--- src/rtl/seven_seg_scan.sv ---
// ---------------------------------------------------------------------------
// seven_seg_scan
//   Time-multiplexes four 4-bit hex digits onto a common-anode 4-digit
//   7-segment display (Basys 3). Owns the refresh timing, tear-free latching
//   of the digit values, hex-to-segment decode and inter-digit ghost blanking.
//
// Parameters
//   REFRESH_DIV   clk cycles per digit slot (>= 4)
//   BLANK_CYCLES  all-anodes-off cycles at the start of each slot (< REFRESH_DIV)
//
// Ports
//   clk         system clock
//   rst_n       asynchronous active-low reset
//   a_in..d_in  digit values, A leftmost (an[3]) .. D rightmost (an[0])
//   dp_mask     decimal-point request per digit, bit3=A .. bit0=D, active-high
//   disp_en     1 = display on, 0 = all anodes off (scan keeps running)
//   seg         cathodes, active-low, seg[0]=a .. seg[6]=g
//   dp          decimal-point cathode, active-low
//   an          anodes, active-low, an[3]=A .. an[0]=D
//   frame_done  one-cycle pulse on the last cycle of the digit D slot
//
// Build option
//   LEADING_ZERO_BLANK_EN  when defined, leading zeros of A, B, C are
//                          suppressed (digit D is always shown).
// ---------------------------------------------------------------------------
module seven_seg_scan #(
  parameter int REFRESH_DIV  = 100000,
  parameter int BLANK_CYCLES = 16
) (
  input  logic       clk,
  input  logic       rst_n,
  input  logic [3:0] a_in,
  input  logic [3:0] b_in,
  input  logic [3:0] c_in,
  input  logic [3:0] d_in,
  input  logic [3:0] dp_mask,
  input  logic       disp_en,
  output logic [6:0] seg,
  output logic       dp,
  output logic [3:0] an,
  output logic       frame_done
);

  localparam int              CW        = $clog2(REFRESH_DIV);
  localparam logic [CW-1:0]   CNT_MAX   = CW'(REFRESH_DIV - 1);
  localparam logic [CW-1:0]   BLANK_CNT = CW'(BLANK_CYCLES);

  localparam logic [1:0] S_A = 2'd0;
  localparam logic [1:0] S_B = 2'd1;
  localparam logic [1:0] S_C = 2'd2;
  localparam logic [1:0] S_D = 2'd3;

  logic [CW-1:0] cnt;
  logic [1:0]    state;
  logic          first_q;   // set until the first edge after reset release
  logic          tc;
  logic          load;

  logic [3:0]    sh_a, sh_b, sh_c, sh_d;
  logic [3:0]    sh_dp;
  logic [2:0]    sh_blank;  // per-slot blank flags for A, B, C

  assign tc   = (cnt == CNT_MAX);
  // One sample feeds a whole frame: taken on the TC that wraps S_D -> S_A,
  // plus once right after reset so the very first frame has defined data.
  assign load = first_q | (tc & (state == S_D));

  // -------------------------------------------------------------------------
  // Slot counter and scan FSM
  // -------------------------------------------------------------------------
  // NOTE: every clocked block uses non-blocking (<=) assignments so all
  // registers update from the same pre-edge values; blocking here would make
  // results depend on block evaluation order.
  always_ff @(posedge clk or negedge rst_n) begin
    if (!rst_n) begin
      cnt     <= '0;
      state   <= S_A;
      first_q <= 1'b1;
    end else begin
      first_q <= 1'b0;
      if (tc) begin
        cnt <= '0;
        case (state)
          S_A:     state <= S_B;
          S_B:     state <= S_C;
          S_C:     state <= S_D;
          default: state <= S_A;
        endcase
      end else begin
        cnt <= cnt + 1'b1;
      end
    end
  end

  // -------------------------------------------------------------------------
  // Shadow latch
  // -------------------------------------------------------------------------
  // NOTE: the shadow digits are ordinary flops (not a RAM), so they take the
  // async reset like everything else and the display never shows X data.
  always_ff @(posedge clk or negedge rst_n) begin
    if (!rst_n) begin
      sh_a     <= '0;
      sh_b     <= '0;
      sh_c     <= '0;
      sh_d     <= '0;
      sh_dp    <= '0;
      sh_blank <= '0;
    end else if (load) begin
      sh_a  <= a_in;
      sh_b  <= b_in;
      sh_c  <= c_in;
      sh_d  <= d_in;
      sh_dp <= dp_mask;
`ifdef LEADING_ZERO_BLANK_EN
      sh_blank[0] <= (a_in == 4'd0);
      sh_blank[1] <= (a_in == 4'd0) && (b_in == 4'd0);
      sh_blank[2] <= (a_in == 4'd0) && (b_in == 4'd0) && (c_in == 4'd0);
`else
      sh_blank    <= '0;
`endif
    end
  end

  // -------------------------------------------------------------------------
  // Hex to active-low gfedcba
  // -------------------------------------------------------------------------
  function automatic logic [6:0] hex_to_seg(input logic [3:0] v);
    case (v)
      4'h0:    hex_to_seg = 7'h40;
      4'h1:    hex_to_seg = 7'h79;
      4'h2:    hex_to_seg = 7'h24;
      4'h3:    hex_to_seg = 7'h30;
      4'h4:    hex_to_seg = 7'h19;
      4'h5:    hex_to_seg = 7'h12;
      4'h6:    hex_to_seg = 7'h02;
      4'h7:    hex_to_seg = 7'h78;
      4'h8:    hex_to_seg = 7'h00;
      4'h9:    hex_to_seg = 7'h10;
      4'hA:    hex_to_seg = 7'h08;
      4'hB:    hex_to_seg = 7'h03;
      4'hC:    hex_to_seg = 7'h46;
      4'hD:    hex_to_seg = 7'h21;
      4'hE:    hex_to_seg = 7'h06;
      default: hex_to_seg = 7'h0E;
    endcase
  endfunction

  // -------------------------------------------------------------------------
  // Next-output logic
  // -------------------------------------------------------------------------
  logic [3:0] cur_digit;
  logic       cur_dp;
  logic       cur_blank;
  logic [3:0] cur_an;
  logic       drive_on;
  logic [3:0] an_d;
  logic [6:0] seg_d;
  logic       dp_d;

  // NOTE: each always_comb output gets a default first so no path leaves it
  // unassigned; otherwise synthesis infers a latch.
  always_comb begin
    cur_digit = sh_d;
    cur_dp    = sh_dp[0];
    cur_blank = 1'b0;
    cur_an    = 4'b1110;
    case (state)
      S_A: begin
        cur_digit = sh_a;
        cur_dp    = sh_dp[3];
        cur_blank = sh_blank[0];
        cur_an    = 4'b0111;
      end
      S_B: begin
        cur_digit = sh_b;
        cur_dp    = sh_dp[2];
        cur_blank = sh_blank[1];
        cur_an    = 4'b1011;
      end
      S_C: begin
        cur_digit = sh_c;
        cur_dp    = sh_dp[1];
        cur_blank = sh_blank[2];
        cur_an    = 4'b1101;
      end
      default: ;
    endcase
  end

  // The guard band at the start of each slot keeps the previous digit's
  // cathode pattern from ghosting onto the next anode.
  assign drive_on = disp_en && !(cnt < BLANK_CNT) && !cur_blank;
  assign an_d     = drive_on ? cur_an                 : 4'b1111;
  assign seg_d    = drive_on ? hex_to_seg(cur_digit)  : 7'h7F;
  assign dp_d     = drive_on ? ~cur_dp                : 1'b1;

  // -------------------------------------------------------------------------
  // Output registers: fixed one-cycle lag behind cnt/state. A single anode
  // code per cycle comes out of one register, so at most one anode is low.
  // -------------------------------------------------------------------------
  always_ff @(posedge clk or negedge rst_n) begin
    if (!rst_n) begin
      an         <= 4'b1111;
      seg        <= 7'h7F;
      dp         <= 1'b1;
      frame_done <= 1'b0;
    end else begin
      an         <= an_d;
      seg        <= seg_d;
      dp         <= dp_d;
      frame_done <= tc && (state == S_D);
    end
  end

endmodule
--- config.mk ---
export PLATFORM = sky130hd
export DESIGN_NAME = seven_seg_scan
export DESIGN_NICKNAME = d
export VERILOG_FILES = /design/src/rtl/seven_seg_scan.sv
export SDC_FILE = /design/constraint.sdc
export NUM_CORES = 1
export LEC_CHECK = 0
export BUFFER_PORTS_ARGS = -buffer_cell sky130_fd_sc_hd__buf_4
export CAP_MARGIN = 20
export CORE_MARGIN = 2
export CORE_UTILIZATION = 55
export CTS_CLUSTER_DIAMETER = 200
export DETAILED_ROUTE_END_ITERATION = 8
export GPL_TIMING_DRIVEN = 0
export PLACE_DENSITY_LB_ADDON = 0.3
export SLEW_MARGIN = 25
export SYNTH_ARGS = -nofsm -noshare
export SYNTH_HDL_FRONTEND = slang
export SYNTH_SLANG_ARGS = --single-unit
--- constraint.sdc ---
create_clock -name clk -period 2.6 [get_ports clk]
set_input_delay 0.26 -clock clk [delete_from_list [all_inputs] [get_ports clk]]
set_output_delay 0.26 -clock clk [all_outputs]
set_load 0.05 [all_outputs]
# After elaboration in Yosys (flattened, before gate mapping)
# Memories as Yosys holds them, arrays and structs flattened.
# Cells that the tools add are included.
[op_classes] n_addsub=1 magnitude_cmp=1 n_eq_ne=4 n_mux=8 n_bitwise=3 reduce_logical=4
[ops] cell="$pmux 4 s3" n=2
[ops] cell="$add 17x1->17 const B" n=1
[ops] cell="$eq 17x17->1 const B" n=1
[ops] cell="$lt 17x5->1 const B" n=1
[ops] cell="$mux 17" n=1
[ops] cell="$mux 7" n=1
[ops] cell="$pmux 2 s3" n=1
[ops] cell="$eq 2x2->1 const B" n=2
[ops] cell="$mux 4" n=1
[ops] cell="$pmux 1 s3" n=1
[ops] cell="$eq 2x1->1 const B" n=1
[ops] cell="$logic_and 1x1->1" n=2
[ops] cell="$logic_not 2->1" n=1
[ops] cell="$and 1x1->1" n=1
[ops] cell="$logic_not 1->1" n=1
[ops] cell="$mux 1" n=1
[ops] cell="$not 1->1" n=1
[ops] cell="$or 1x1->1" n=1
[word_totals] ff_bits=53 romBits=112 input_bits=23 wordCells=34 mem_count=1
[memory_table] name="(no name shown)" depth=16 word_bits=7 read_ports=1 rd_clocked_by_memory_dff=0 wr=0 line_no="128" source="case (v)"

# Logic depth before layout (Yosys ltp)
# Gate-level depths: netlist of the first run.
[depth] depth_word=4 depth_mapped=11

# Least setup slack after synthesis of the first run
# OpenSTA, ideal clock, no wires.
[synth_timing] kind="flip-flop to flip-flop" start="register state[0]" end="register seg[3]" setup_time_ps=84 arrival_ps=1960 path_slack_ps=557 stages_incl_launch_ff=9 n_path_buf=1 synth_period_minus_slack_ps=2043 path_cell_list="dfrtp_1 ha_1 clkbuf_1 mux2i_1 inv_1 ha_1 nor2_1 a211oi_1 o21ai_1"
[synth_via] elab_chain_len=4 word_cells_on_any_way=6 classes_between="2 x eq/ne; 2 x mux; 1 x reduce/logical; 1 x memory"
[synth_rtl] item="from (decl)" line_no="54" source="logic [1:0] state;"
[synth_rtl] item="from (signal assigned)" line_no="77" source="state <= S_A;"
[synth_rtl] item="from (signal assigned)" line_no="84" source="S_A: state <= S_B;"
[synth_rtl] item="from (signal assigned)" line_no="85" source="S_B: state <= S_C;"
[synth_rtl] item="$eq 2x2->1 (tied with other cells)" line_no="167" source="case (state)"
[synth_rtl] item="$pmux 4 s3 *" line_no="167"
[synth_rtl] item="$mem_v2 16x7 *"
[synth_rtl] item="$mux 7 *" line_no="194" source="assign seg_d = drive_on ? hex_to_seg(cur_digit) : 7'h7F;"
[synth_rtl] item="via seg_d[3]" line_no="157" source="logic [6:0] seg_d;"
[synth_rtl] item="to (signal assigned)" line_no="209" source="seg <= seg_d;"
[synth_rtl] item="to (decl)" line_no="38" source="output logic [6:0] seg,"
# The timed path passes the listed nets; every way through them passes the cells marked *.
# A chain may end at the register's enable or synchronous reset.

# Final worst setup path of the first run
# Ends and elaborated chain as after synthesis.

==> results of run 1 <==
==> synthesized netlist by cell type <==
cell      number
buf_6          3
o21ai_1        3
nor2b_1        1
mux2_4        20
a222oi_1       4
buf_4          1
nand2b_1       2
or4_1          1
inv_1         10
o21ai_2        1
nand2_2        1
dfrtp_1       40
dfstp_2       13
clkbuf_1       1
nor3_1         2
conb_1         1
xor2_1         7
a211oi_1       1
nand2_1       20
and3_1         1
a21oi_1        5
o31ai_4        1
ha_1          12
clkinv_1       1
o21ai_0        3
inv_6          1
nor2_1        17
and4_1         1
buf_2          1
nor4_2         1
a22oi_1        1
or3_1          1
o221ai_1       5
nor4_1         1
nand4_1        5
mux2_2         1
nor3_2         2
xnor2_1        8
mux2i_1        5
nand3_1        6
o41a_1         1
==> power groups by stage <==
stage	Clock, W	Sequential [W]	Combinational, W
2_1_floorplan	0	0.000972	0.000134
3_3_place_gp	0	0.000918	0.000272
3_5_place_dp	0	0.000921	0.000278
4_1_cts	0.000591	0.000906	0.000281
5_1_grt	0.000618	0.000911	0.000305
6_report	0.000579	0.000906	0.000282
==> what timing repair did <==
item                       4_1_cts  5_1_grt
hold endpoints to repair        12        0
setup buffers                    0        0
gates resized for setup          0        2
setup endpoints to repair        0        3
hold buffers                     1        0
==> critical path: cells and delay by family, from the launching register on <==
family | cells | cell delay, ns
adder cells (fa/ha/maj) | 2 | 0.50
AO/OA/AOI/OAI | 2 | 0.33
buffers and inverters | 2 | 0.58
multiplexers | 1 | 0.41
flip-flops | 1 | 0.43
AND/OR/NAND/NOR | 1 | 0.05
==> placed cells by master, fill, tap and decap left out, types with 7 or more instances in the layout <==
cell     instances
buf_4           36
dfrtp_1         40
dfstp_2         13
ha_1            12
inv_1           10
mux2_4          20
nand2_1         20
nor2_1          17
xnor2_1          8
xor2_1           7
==> layer usage <==
layer	global-route usage, %	vias up
li1	-	817
met1	25.2	825
met2	32.4	32
met3	4.70	8
met4	7.41	0
met5	0	-
==> cells by family (layout without fill, tap and decap cells) <==
kind of cell | Yosys count | after routing | share of synthesized area (%)
muxes | 26 | 26 | 14.0
xor gates and xnor gates | 15 | 15 | 5.08
adders and majority gates | 12 | 12 | 5.80
and+or+nand+nor | 62 | 62 | 11.7
other | 1 | 1 | 0.145
buffers and inverters | 18 | 62 | 3.87
DFF | 53 | 53 | 51.9
AOI/OAI and AO/OA | 25 | 25 | 7.54
==> state kept, by name, indices dropped and copies added, names as in the netlist, 2 cells and up <==
signal	cells
an	4
sh_c	4
cnt	17
seg	7
sh_d	4
sh_a	4
sh_b	4
sh_dp	4
state	2
==> metrics by stage <==
stage	cells	setup WS [ns]
final	308	0.226
after global placement	299	0.261
after detailed placement	299	0.221
after CTS	308	0.159
after global routing	308	0.0280
after floorplan	212	0.557
==> cell type report <==
type / instances / share of cell area, %
sequential: 53 / 44.0
multi-input combinational: 141 / 37.8
timing repair buffer: 36 / 8.95
clock buffer: 7 / 2.83
tap: 52 / 2.13
buffer: 6 / 1.64
inverter: 12 / 1.64
clock inverter: 1 / 0.985
==> worst min-delay path by stage <==
stage,from,to,slack [ns]
6_report,b_in[3],sh_b[3],0.18
5_1_grt,d_in[3],sh_d[3],0.17
4_1_cts,b_in[3],sh_b[3],0.17
3_5_place_dp,rst_n,sh_dp[3],0.33
3_3_place_gp,rst_n,sh_dp[3],0.32
2_1_floorplan,rst_n,cnt[0],-0.04
==> metrics, run 1 <==
Fin. Hold Viols=0; total clock buffers created by CTS=5; Pwr per Cell Area=579 nW/um2; die footprint=5270 um2; highest clock rate=0.421 GHz; DRT Pass-1 Iters=4; CTS tree=done; Placer Congestion=0.800; Routed WL=4680 um; num ports=36; crit path capture type=register; Setup violations, final=0; flip-flop and latch area=1340 um2; Post-Syn Nets=247; Syn Std Cell Area=2590 um2; RSZ-0062 raised after global routing=false; Met3 Wirelength=193 um; Finished Cell Area=3050 um2; post-synthesis register bit count=53; Post-Syn Instances=212; HPWL after DPL=3270 um; Worst EP arrival=2.61 ns; Reg2Reg Setup Slack=0.23 ns; DR WL/cell=15.2 um; drt initial violations=138; Overall Global Routing Usage=19.7%; cell depth of the worst flop-to-flop path=8; via count=1682; Setup crit end=seg[3]; CTS sink cnt=53; multi-input logic area=1150 um2; Setup Crit Path Kind=register to register; synth top area cells=dfrtp_1, dfstp_2, mux2_4; static leakage=1.40 nW; CP Cell Sequence=ha_1, clkbuf_1, mux2i_2, inv_1, ha_1, nor2_1, a211oi_1, o21ai_1; Post-Route M1 WL=2100 um; NetSw=0.000442 W; input/output buffers=35; setup TNS=0 ns; switching share of total power=25.0%; combinational power share=15.9%; clock period minus worst slack=2.37 ns; CTS H-tree lvls=2; Top Metal Used=met4; Die Y-Extent=72.6 um; crit start category=register; Final Hold Slack=0.177 ns; origin of the critical flop-to-flop path=state[0]; num rows=24; Max stage delay on crit path=0.43 ns; Slew Limit Fails=0; clk root buf=clkbuf_8; Avg Cell Area, Syn=12.2 um2; status=completed; Hold Path Depth=2; worst vdd ir=0.280 mV; fin crit share=91.3%; routed wl met2=2330 um; number of antenna violations at the first check in global routing=0; placed cell areas=2920 um2; Ys Warns=0; DRC Markers=0; share of layout cells above drive strength 1=35.2%; width of the die=72.6 um; Req. time, crit path=2.84 ns; Layout area overhead=17.8%; number of library cell types mapped by synthesis=41; total power=0.00177 W; via/cell ratio=5.46; Max Root-Sink Buffers=2; Final ANT Viol Nets=0; largest net degree at the start of global routing=54; clock skew=0.00650 ns; Cell Int Power=0.00132 W; fill cell count=343; sequential area share after synthesis=51.9%; starting density of the core=58.2%; Synth top area share=38.7%; Overflow after GRT=0; CTS clk-pin slew, worst paths=0.09 ns; vias in the first global route=1668; Diodes inserted=0; CORE AREA=4440 um2; Critical Path Most Common Cell=ha_1; first-pass GRT wire length=7870 um; part of the power in registers=51.3%; Max-slew headroom=57.2%; area leader, netlist=dfrtp_1; reg2reg end=seg[3]; Clk Latency, worst-skew pair=0.30 ns; nets=290; Hold Crit Class=input port to register; Max FO, Critical Path=8; Core Util, Final=68.6%; Worst-Margin Slew=0.642 ns; worst setup path startpoint=state[0]; clock share of power=32.8%; Max stage delay cell, worst path=dfrtp_1; number of max-cap violations=0
Power figures use the tool's default switching activity.
==> run 2, diff against run 1 <==
- CAP_MARGIN: 20 -> not set
- CORE_UTILIZATION: 55 -> 33
- GPL_TIMING_DRIVEN: 0 -> not set
==> run 2 against run 1 <==
Compared with the run above:
- final cell count rose by 16%
- sequential share of layout area decreased by 0.22 points
- total power fell by 6.1%
- combinational power fell by 3%
- largest cell class unchanged
==> metrics, run 2 (same netlist as run 1, synthesis figures left out) <==
status=completed (unchanged); Overall Global Routing Usage=12.1% (was 19.7%); Clk Latency, worst-skew pair=0.30 ns (about the same); CORE AREA=7650 um2 (was 4440 um2); Crit. path cell count=9 (was 8); worst setup margin=0.328 ns (was 0.226 ns); number of max-cap violations=0 (unchanged); Layout area overhead=18.4% (was 17.8%); flip-flop and latch area=1340 um2 (unchanged); DRT Pass-1 Iters=4 (unchanged); Reg2Reg Setup Slack=0.33 ns (was 0.23 ns); nets=288 (was 290); Req. time, crit path=2.81 ns (was 2.84 ns); Setup Crit Path Kind=register to register (unchanged); commonest non-fill, non-tap cell in the layout=dfrtp_1 (unchanged); drt initial violations=114 (was 138); Setup violations, final=0 (unchanged); RSZ-0062 raised after global routing=false (unchanged); CTS clk-pin slew, worst paths=0.09 ns (about the same); CTS tree=done (unchanged); highest clock rate=0.440 GHz (was 0.421 GHz); multi-input logic area=1140 um2 (was 1150 um2); crit path capture type=register (unchanged); starting density of the core=33.8% (was 58.2%); num rows=32 (was 24); Max stage delay on crit path=0.43 ns (about the same); Placer Congestion=0.797 (was 0.800); largest net degree at the start of global routing=54 (unchanged); via/cell ratio=4.66 (was 5.46); met2 GRT Util=20.1% (was 32.4%); Setup crit end=seg[3] (unchanged); clock skew=0.0153 ns (was 0.00650 ns); Pwr per Cell Area=541 nW/um2 (was 579 nW/um2); cell depth of the worst flop-to-flop path=9 (was 8); number of antenna violations at the first check in global routing=0 (unchanged); Overflow after GRT=0 (unchanged); worst setup path startpoint=state[0] (unchanged); number of flip-flops in the largest register=17 (unchanged); Worst-Margin Slew=0.864 ns (was 0.642 ns); width of the die=92.6 um (was 72.6 um); num ports=36 (unchanged); first-pass GRT wire length=8220 um (was 7870 um); die footprint=8570 um2 (was 5270 um2); Worst EP arrival=2.48 ns (was 2.61 ns); Max stage delay cell, worst path=dfrtp_1 (unchanged); origin of the critical flop-to-flop path=state[0] (unchanged); Fin. Hold Viols=0 (unchanged); Max-slew headroom=40.8% (was 57.2%); input/output buffers=35 (unchanged); clk root buf=clkbuf_8 (unchanged); GR Util met3=2.60% (was 4.70%); Max FO, Critical Path=7 (was 8); via count=1659 (was 1682); Resized Gates After CTS=0 (unchanged); total clock buffers created by CTS=5 (unchanged); CTS H-tree lvls=2 (unchanged); leading cell types in the layout, fill and taps excluded=dfrtp_1, buf_4, nand2_1, mux2_4, nor2_1 (unchanged); CP Cell Sequence=inv_1, ha_1, a222oi_1, mux2i_1, inv_1, ha_1, nor2_1, a211oi_1, o21ai_1 (was ha_1, clkbuf_1, mux2i_2, inv_1, ha_1, nor2_1, a211oi_1, o21ai_1); Diodes inserted=0 (unchanged); Buf/Inv on CP=2 (unchanged); DP Cell Count=347 (was 299); Regs by FF count=cnt x17, seg x7 (unchanged); static leakage=1.38 nW (was 1.40 nW); Slew Limit Fails=0 (unchanged); busiest grt layer=met2 (unchanged); reg2reg end=seg[3] (unchanged); Max Root-Sink Buffers=2 (unchanged); CTS sink cnt=53 (unchanged); fin crit share=87.4% (was 91.3%); Global Route met1 Usage=15.6% (was 25.2%); clock period minus worst slack=2.27 ns (was 2.37 ns); Most flops, register=cnt (unchanged); Final Non-Filler Cells=356 (was 308); DRC Markers=0 (unchanged); DR WL/cell=13.5 um (was 15.2 um); Routed WL=4790 um (was 4680 um); CP top delay family=adder cells (was buffers and inverters); setup TNS=0 ns (unchanged); worst vdd ir=0.244 mV (was 0.280 mV); pre-CTS worst setup slack=0.343 ns (was 0.221 ns); Die Y-Extent=92.6 um (was 72.6 um); HPWL after DPL=3420 um (was 3270 um); share of layout cells above drive strength 1=34.6% (was 35.2%); Final ANT Viol Nets=0 (unchanged); fill cell count=732 (was 343); vias in the first global route=1710 (was 1668); crit start category=register (unchanged); Hold Crit Class=input port to register (unchanged)
[run 2: changes by cell type in the layout (fill, tap and decap cells not counted), sizes merged]
cell	before	now
bufinv	1	0
clkbuf	8	6
clkinv	1	3
buf	40	39
[run 2: how the worst min path moves through the flow]
stage	depth (start not counted)	start	to
global placement	1	rst_n	cnt[11]
floorplan	0	rst_n	cnt[0]
detailed placement	1	rst_n	cnt[11]
finish	2	c_in[0]	sh_c[0]
CTS	2	c_in[0]	sh_c[0]
global route	2	c_in[0]	sh_c[0]
[run 2: through the flow]
stage | total power [W] | util [%] | instance area (um2) | hold WS (ns)
after floorplan | 0.00111 | - | 2590 | -0.0356
after global routing | 0.00174 | 40.1 | 3060 | 0.177
after global placement | 0.00120 | 38.7 | 2960 | 0.339
after detailed placement | 0.00120 | 38.7 | 2960 | 0.338
final | 0.00166 | 40.1 | 3060 | 0.186
after CTS | 0.00169 | 40.1 | 3060 | 0.180
[run 2: cell type report]
class                   count  area share, %
well taps                 102           4.16
repair buffers             40           9.88
flip-flops and latches     53           43.8
clock buffers               6           2.69
inverters                  12           1.63
clock inverters             2          0.449
multi-input cells         141           37.4
[run 2: routing by layer]
layer  part of all wire (%)  vias up
met5                      0        -
li1                       -      823
met4                    1.9        0
met1                     46      790
met2                     48       37
met3                    3.9        9
[run 2: repair_timing]
item                      CTS  global route
hold endpoints to repair   11             0
buffers inserted            0             0
hold buffers                1             0
[run 2: power by group]
| group | leakage [nW] | switching (W) | total [W] | internal (W) |
|---|---|---|---|---|
| combinational | 0.694 | 0.000150 | 0.000274 | 0.000124 |
| clock | 0.0512 | 0.000260 | 0.000477 | 0.000216 |
| sequential | 0.636 | 0.0000249 | 0.000907 | 0.000882 |
==> run 3, diff against run 2 <==
- CORE_ASPECT_RATIO: not set -> 1.2
==> run 3 against run 2 <==
Compared with the run above:
- the run now ends with hold timing left
- flip-flop and latch count did not move
- utilization shrank 0.17 points
- sequential power hardly changed
- highest routed layer unchanged
- count of clock-buffer cells in the layout unchanged
==> metrics, run 3 (same netlist as run 1, synthesis figures left out) <==
flip-flop and latch area=1340 um2 (unchanged); setup TNS=0 ns (unchanged); Setup Crit Path Kind=register to register (unchanged); Diodes inserted=0 (unchanged); Hold Crit Class=input port to asynchronous set/reset pin (was input port to register); Fin. Hold Viols=33 (was 0); crit start category=register (unchanged); CTS sink cnt=53 (unchanged); Routed WL=4750 um (was 4790 um); leading cell types in the layout, fill and taps excluded=dfrtp_1, buf_4, nand2_1, mux2_4, nor2_1 (unchanged); met2 GRT Util=20.3% (was 20.1%); CTS Hold Bufs=0 (was 1); Overall Global Routing Usage=12.3% (was 12.1%); number of antenna violations at the first check in global routing=0 (unchanged); DP Cell Count=336 (was 347); Setup violations, final=0 (unchanged); drt initial violations=97 (was 114); postcts setup bufs=0 (unchanged); Global Route met1 Usage=16.0% (was 15.6%); DR WL/cell=13.8 um (was 13.5 um); Max FO, Critical Path=7 (unchanged); fill cell count=714 (was 732); Worst-Margin Slew=0.864 ns (about the same); status=finished, violations left (was completed); Die Y-Extent=101 um (was 92.6 um); Slew Limit Fails=0 (unchanged); via count=1653 (was 1659); busiest grt layer=met2 (unchanged); DRC Markers=0 (unchanged); total clock buffers created by CTS=5 (unchanged); share of layout cells above drive strength 1=34.5% (was 34.6%); clk root buf=clkbuf_8 (unchanged); multi-input logic area=1140 um2 (unchanged); Final Non-Filler Cells=344 (was 356); HPWL after DPL=3500 um (was 3420 um); via/cell ratio=4.81 (was 4.66); total power=0.00176 W (was 0.00166 W); Worst EP arrival=2.40 ns (was 2.48 ns); CORE AREA=7660 um2 (was 7650 um2); violated checks=hold timing; starting density of the core=33.8% (about the same); clock skew=0.00759 ns (was 0.0153 ns); Regs by FF count=cnt x17, seg x7 (unchanged); num ports=36 (unchanged); Resized Gates After CTS=0 (unchanged); width of the die=84.8 um (was 92.6 um); commonest non-fill, non-tap cell in the layout=dfrtp_1 (unchanged); RSZ-0062 raised after global routing=false (unchanged); Clk Latency, worst-skew pair=0.30 ns (about the same); first-pass GRT wire length=8420 um (was 8220 um); nets=286 (was 288); number of flip-flops in the largest register=17 (unchanged); CTS H-tree lvls=2 (unchanged); highest clock rate=0.458 GHz (was 0.440 GHz); CTS tree=done (unchanged); worst vdd ir=0.283 mV (was 0.244 mV); Pwr per Cell Area=575 nW/um2 (was 541 nW/um2); crit path capture type=register (unchanged); static leakage=1.38 nW (about the same); clock period minus worst slack=2.18 ns (was 2.27 ns); Max Root-Sink Buffers=2 (unchanged); num rows=35 (was 32); die footprint=8570 um2 (about the same); CTS clk-pin slew, worst paths=0.09 ns (about the same); Req. time, crit path=2.81 ns (about the same); Final ANT Viol Nets=0 (unchanged); Placer Congestion=0.790 (was 0.797); vias in the first global route=1721 (was 1710); input/output buffers=35 (unchanged); Final Hold Slack=-0.0272 ns (was 0.186 ns); DRT Pass-1 Iters=4 (unchanged); number of max-cap violations=0 (unchanged); GR Util met3=2.62% (was 2.60%); Overflow after GRT=0 (unchanged); Max-slew headroom=40.8% (about the same); Most flops, register=cnt (unchanged); Layout area overhead=18.2% (was 18.4%); fin crit share=84.0% (was 87.4%); largest net degree at the start of global routing=54 (unchanged)
## run 3: worst paths after layout
path	startpoint	end	slack, ns	depth (start not counted)
setup / recovery	state[0]	seg[3]	0.42	9
setup reg to reg	state[0]	seg[3]	0.42	9
hold reg to reg	cnt[0]	cnt[0]	0.49	1
hold / removal	rst_n	cnt[9]	-0.03	1
max in group asynchronous	rst_n	cnt[1]	2.18	1
min in group clk	a_in[1]	sh_a[1]	0.18	2
## run 3: critical path: stages, from the launching register on
cell      delay, ns
dfrtp_1        0.44
inv_1          0.10
ha_1           0.28
a222oi_1       0.15
mux2i_1        0.31
inv_1          0.15
ha_1           0.33
nor2_1         0.05
a211oi_1       0.20
o21ai_1        0.10
## run 3: routing by layer
| metal | wire, um | part of all wire (%) |
|---|---|---|
| met5 | 0 | 0 |
| met4 | 74 | 1.6 |
| met3 | 191 | 4.0 |
| met2 | 2370 | 50 |
| met1 | 2110 | 44 |
## run 3: cell type report
cell class / instances / area share [%]
Timing Repair Buffer: 38 / 9.33
Clock inverter: 2 / 1.23
Tap cell: 92 / 3.76
Multi-Input combinational cell: 141 / 37.4
Inverter: 12 / 1.64
Clock buffer: 6 / 2.70
Sequential cell: 53 / 43.9
## run 3: metrics by stage
stage               setup slack (ns)  instance area, um2  utilization, %  hold WS, ns
floorplan                      0.557                2590               -      -0.0356
global placement               0.477                2940            38.3        0.340
detailed placement             0.402                2940            38.3        0.336
CTS                            0.385                3060            39.9      0.00429
global route                   0.121                3060            39.9       0.0245
finish                         0.415                3060            39.9      -0.0272
## run 3: power breakdown
part	internal, W	leakage, nW	total [W]	switching [W]
registers	0.000883	0.636	0.000909	0.0000263
clock network	0.000313	0.0574	0.000577	0.000264
logic	0.000123	0.684	0.000272	0.000149
